## config.mk

```make
export PLATFORM = sky130hd
export DESIGN_NAME = log2_seq
export DESIGN_NICKNAME = d
export VERILOG_FILES = /design/src/rtl/log_pkg.sv /design/src/rtl/log8_core.sv /design/src/rtl/log2_seq.sv
export SDC_FILE = /design/constraint.sdc
export NUM_CORES = 1
export LEC_CHECK = 0
export ABC_CLOCK_PERIOD_IN_PS = 5800
export CORE_UTILIZATION = 55
export CTS_CLUSTER_DIAMETER = 80
export DETAILED_ROUTE_END_ITERATION = 16
export GPL_TIMING_DRIVEN = 0
export PLACE_DENSITY = 0.92
export REMOVE_ABC_BUFFERS = 1
export SKIP_CTS_REPAIR_TIMING = 1
export SLEW_MARGIN = 20
export SYNTH_ARGS = -nofsm -noshare
export SYNTH_HDL_FRONTEND = slang
export SYNTH_SLANG_ARGS = --single-unit
```

## constraint.sdc

```tcl
create_clock -name clk -period 5.8 [get_ports clk]
set_input_delay 0.58 -clock clk [delete_from_list [all_inputs] [get_ports clk]]
set_output_delay 0.58 -clock clk [all_outputs]
set_load 0.01 [all_outputs]
```

## src/rtl/log_pkg.sv

```systemverilog
// Shared definitions for the sequential floor-log2 unit.
//   BYTE_W           : width of one scan step
//   IDX_W            : width of the byte index (covers up to 8 bytes)
//   log2_seq_state_t : controller states
//   res_width()      : result width for an operand of a given byte count
package log_pkg;

  localparam int unsigned BYTE_W = 8;
  localparam int unsigned IDX_W  = 3;

  typedef enum logic [1:0] {
    StIdle,
    StScan,
    StDone
  } log2_seq_state_t;

  function automatic int unsigned res_width(input int unsigned bytes);
    return $clog2(bytes * BYTE_W);
  endfunction

endpackage

```

## src/rtl/log8_core.sv

```systemverilog
// Combinational 8-bit floor-log2.
//   data_i   : byte to encode
//   result_o : index of the highest set bit, 0 when data_i is 0
module log8_core (
  input  logic [7:0] data_i,
  output logic [2:0] result_o
);

  always_comb begin
    result_o = 3'd0;
    for (int unsigned b = 0; b < 8; b++) begin
      // Later (higher) bits overwrite, so the highest set bit wins.
      if (data_i[b]) result_o = 3'(b);
    end
  end

endmodule

```

## src/rtl/log2_seq.sv

```systemverilog
// Multi-cycle floor-log2 for a BYTES*8-bit operand. The operand is scanned one byte per
// cycle, most-significant byte first, through a single shared 8-bit log core.
//   clk, rst_n   : clock, asynchronous active-low reset
//   in_valid_i   : operand offered
//   in_ready_o   : unit idle and able to accept an operand
//   in_data_i    : operand
//   out_valid_o  : result available (held until out_ready_i)
//   out_ready_i  : consumer accepts the result
//   out_result_o : floor(log2(operand)), 0 for a zero operand
//   out_zero_o   : operand was zero
module log2_seq
  import log_pkg::*;
#(
  parameter int unsigned BYTES  = 4,
  parameter int unsigned DATA_W = BYTES * BYTE_W,
  parameter int unsigned RES_W  = res_width(BYTES)
) (
  input  logic              clk,
  input  logic              rst_n,
  input  logic              in_valid_i,
  output logic              in_ready_o,
  input  logic [DATA_W-1:0] in_data_i,
  output logic              out_valid_o,
  input  logic              out_ready_i,
  output logic [RES_W-1:0]  out_result_o,
  output logic              out_zero_o
);

  log2_seq_state_t   state_q, state_d;
  logic [DATA_W-1:0] operand_q, operand_d;
  logic [IDX_W-1:0]  idx_q, idx_d;
  logic [RES_W-1:0]  result_q, result_d;
  logic              zero_q, zero_d;

  logic [BYTE_W-1:0] cur_byte;
  logic [2:0]        core_res;

  // Byte mux: select operand byte idx_q for the shared core.
  always_comb begin
    cur_byte = '0;
    for (int unsigned b = 0; b < BYTES; b++) begin
      if (idx_q == IDX_W'(b)) cur_byte = operand_q[b*BYTE_W +: BYTE_W];
    end
  end

  log8_core u_log8_core (
    .data_i   (cur_byte),
    .result_o (core_res)
  );

  always_comb begin
    state_d   = state_q;
    operand_d = operand_q;
    idx_d     = idx_q;
    result_d  = result_q;
    zero_d    = zero_q;
    unique case (state_q)
      StIdle: begin
        if (in_valid_i) begin
          operand_d = in_data_i;
          idx_d     = IDX_W'(BYTES - 1);
          state_d   = StScan;
        end
      end
      StScan: begin
        if (cur_byte != '0) begin
          // idx*8 + core_res is a plain concatenation; max value DATA_W-1 fits RES_W.
          result_d = RES_W'({idx_q, core_res});
          zero_d   = 1'b0;
          state_d  = StDone;
        end else if (idx_q == '0) begin
          result_d = '0;
          zero_d   = 1'b1;
          state_d  = StDone;
        end else begin
          idx_d = idx_q - 1'b1;
        end
      end
      StDone: begin
        if (out_ready_i) state_d = StIdle;
      end
      default: state_d = StIdle;
    endcase
  end

  always_ff @(posedge clk or negedge rst_n) begin
    if (!rst_n) begin
      state_q   <= StIdle;
      operand_q <= '0;
      idx_q     <= '0;
      result_q  <= '0;
      zero_q    <= 1'b0;
    end else begin
      state_q   <= state_d;
      operand_q <= operand_d;
      idx_q     <= idx_d;
      result_q  <= result_d;
      zero_q    <= zero_d;
    end
  end

  assign in_ready_o   = (state_q == StIdle);
  assign out_valid_o  = (state_q == StDone);
  assign out_result_o = result_q;
  assign out_zero_o   = zero_q;

endmodule

```

==> results.json <==
{
  "die_x_um": 64.70,
  "worstPathRequired_ns": 5.98,
  "antenna_found_initial": 0,
  "diodes": 0,
  "root_buffer": "clkbuf_8",
  "cts_htree_levels": 2,
  "r2r-end": "out_result_o[2]",
  "worstPathArrival_ns": 3.17,
  "vias_per_cell": 5.978,
  "synth_edf_count": 0,
  "clockBufferDepth": 2,
  "nFillCells": 262,
  "syn_area_mm2": 0.002162,
  "rsz0062_at_grt": "false",
  "drive_gt1_frac": 0.09009,
  "drv_slew": 0,
  "dieArea_mm2": 0.004186,
  "vias": 1614,
  "setup_tns_ns": 0,
  "period_share": 0.5151,
  "drt-initial-drc-count": 151,
  "synth_cell_type_count": 39,
  "rrSetupSlack_ns": 2.81,
  "clk-insertion-delay-late_ns": 0.30,
  "drv_cap": 0,
  "portBuffers": 43,
  "synth.area.top_cells": "dfrtp_1, mux2_1, a32oi_2",
  "first_global_vias": 1628,
  "cts.clk_slew.worst_paths_ns": 0.08,
  "max_freq_mhz": 334.7,
  "cts.sinks": 43,
  "postRouteAntennaNets": 0,
  "status": "finished clean",
  "p_leak_nw": 1.117,
  "synth_top_area_share": 0.4977,
  "area_growth_pct": 27.31,
  "die_h_um": 64.70,
  "place_congestion": 0.8540,
  "worstPathMaxFanout": 12,
  "drc": 0,
  "grt_pass1_wl_mm": 7.320,
  "syn_avg_cell_area_um2": 12.15,
  "place_area_mm2": 0.002654,
  "core-area_mm2": 0.003716,
  "max-slew-margin-rel": 0.5930,
  "synth-warning-count": 0,
  "reg2regPathDepth": 8,
  "cts_tree": "built",
  "grt_max_degree": 29,
  "async_reset_ff_frac": 1.000,
  "fin_ws_ns": 2.813,
  "synth_ff_type": "dfrtp_1",
  "dp_slack_ns": 2.845,
  "nNetsFinal": 262,
  "setup_viol": 0,
  "skew_ns": 0.01192,
  "grt_usage": 0.2320,
  "hold_viol": 0,
  "fin_area_mm2": 0.002753,
  "synth_cells": 178,
  "critical_path_class": "reg -> reg",
  "ioPinCount": 44,
  "dp_hpwl_mm": 3.122,
  "hold_class": "in -> async",
  "rr_startpoint": "idx_q[1]",
  "cts-buffers-inserted": 5,
  "regArea_mm2": 0.001076,
  "overflow": 0,
  "fp-row-count": 22,
  "wire_per_inst_um": 15.67,
  "drt_wl_total_mm": 4.231,
  "cp-start-kind": "flip-flop",
  "ir_worst_vdd_uv": 212.9,
  "cp-end-kind": "flip-flop",
  "period_minus_slack_ns": 2.987,
  "worstMarginPinSlew_ns": 0.6105,
  "synth.largest_area_cell": "dfrtp_1",
  "first_pass_iters": 4,
  "initial_core_util": 0.5818,
  "multi_input_area_mm2": 0.001015,
  "powerDensity_mw_per_mm2": 416.3,
  "ys_ff_latch": 43,
  "seq_area_frac_synth": 0.4977
}
==> metal layers <==
layer / part of all wire / routed length, µm / track usage
met1: 0.42 / 1782 / 0.2829
met2: 0.52 / 2193 / 0.4063
met3: 0.048 / 201 / 0.04401
met4: 0.013 / 53 / 0.08056
met5: 0 / 0 / 0
==> synth_stat cells, types with 2 or more instances <==
| cell | instances |
|---|---|
| nand3b_1 | 3 |
| nand2_1 | 8 |
| a221oi_1 | 2 |
| clkbuf_1 | 7 |
| a32oi_2 | 4 |
| o21ai_1 | 4 |
| a22o_1 | 4 |
| dfrtp_1 | 43 |
| nor2_1 | 11 |
| mux2_1 | 31 |
| ha_1 | 5 |
| a221o_1 | 6 |
| nor2b_1 | 4 |
| nand2b_1 | 6 |
| a21oi_1 | 6 |
| inv_1 | 7 |
| a211oi_1 | 3 |
| and2_1 | 2 |
| o311a_1 | 2 |
==> worst max path at each step <==
stage	to	startpoint	cells past startpoint	slack, ns
floorplan	out_result_o[1]	idx_q[1]	8	3.28
global route	out_result_o[2]	idx_q[1]	8	2.65
CTS	out_result_o[2]	idx_q[1]	8	2.80
detailed placement	out_result_o[1]	idx_q[1]	8	2.85
global placement	out_result_o[1]	idx_q[1]	8	2.96
finish	out_result_o[2]	idx_q[1]	8	2.81
==> registers in the layout, summed over array words and instances, names as in the netlist <==
register and count:
operand_q 32, out_result_o 5, out_zero_o 1, state_q 2, idx_q 3
==> worst max-delay path: stages, from the launching register on <==
cell	delay, ns
dfrtp_1	0.44
inv_1	0.16
ha_1	0.49
nor2b_4	0.11
a221o_1	0.34
a32oi_2	0.34
nand4_4	0.20
o31ai_4	0.44
mux2_1	0.35
==> through the flow <==
step	std cells	hold WS (ns)	total power, W	util
global route	270	0.2180	0.001220	0.7407
CTS	270	0.2010	0.001152	0.7407
global placement	260	0.4588	0.0009166	0.7024
finish	270	0.1942	0.001146	0.7407
floorplan	169	0.2844	0.0007846	-
detailed placement	262	0.4711	0.0009506	0.7141
==> where the power goes <==
part / switching [W] / total (W) / internal, W / leakage, nW
logic: 0.000204 / 0.000429 / 0.000225 / 0.567
registers: 0.0000789 / 0.000515 / 0.000436 / 0.502
clock network: 0.000105 / 0.000202 / 0.0000971 / 0.0474
total: 0.000388 / 0.00115 / 0.000758 / 1.12
==> layout make-up <==
cell class              count  area share
well taps                  48     0.02182
repair buffers             45      0.1718
inverters                   8     0.01091
multi-input cells         118      0.3686
clock buffers               6     0.03000
flip-flops and latches     43      0.3909
clock inverters             2    0.005909
==> logic make-up after synthesis <==
family / Yosys count / synth area share
fa+ha+maj: 5 / 0.02894
buf+inv: 17 / 0.03356
simple gates: 41 / 0.1117
flops: 43 / 0.4977
mux: 31 / 0.1615
compound gates: 41 / 0.1667
==> placed cells by master (no fill, tap or decap), drive strengths merged, types with 2 or more instances in the layout <==
| cell | n |
|---|---|
| dfrtp | 43 |
| clkdlybuf4s50 | 42 |
| mux2 | 31 |
| nor2 | 11 |
| nand2 | 8 |
| inv | 8 |
| nand2b | 6 |
| a221o | 6 |
| a21oi | 6 |
| clkbuf | 6 |
| ha | 5 |
| o21ai | 5 |
| nor2b | 5 |
| a32oi | 4 |
| a22o | 4 |
| nand3b | 3 |
| a211oi | 3 |
| buf | 3 |
| a221oi | 2 |
| o311a | 2 |
| and2 | 2 |
| o31ai | 2 |
No activity file was read; power rests on OpenSTA's default activity.
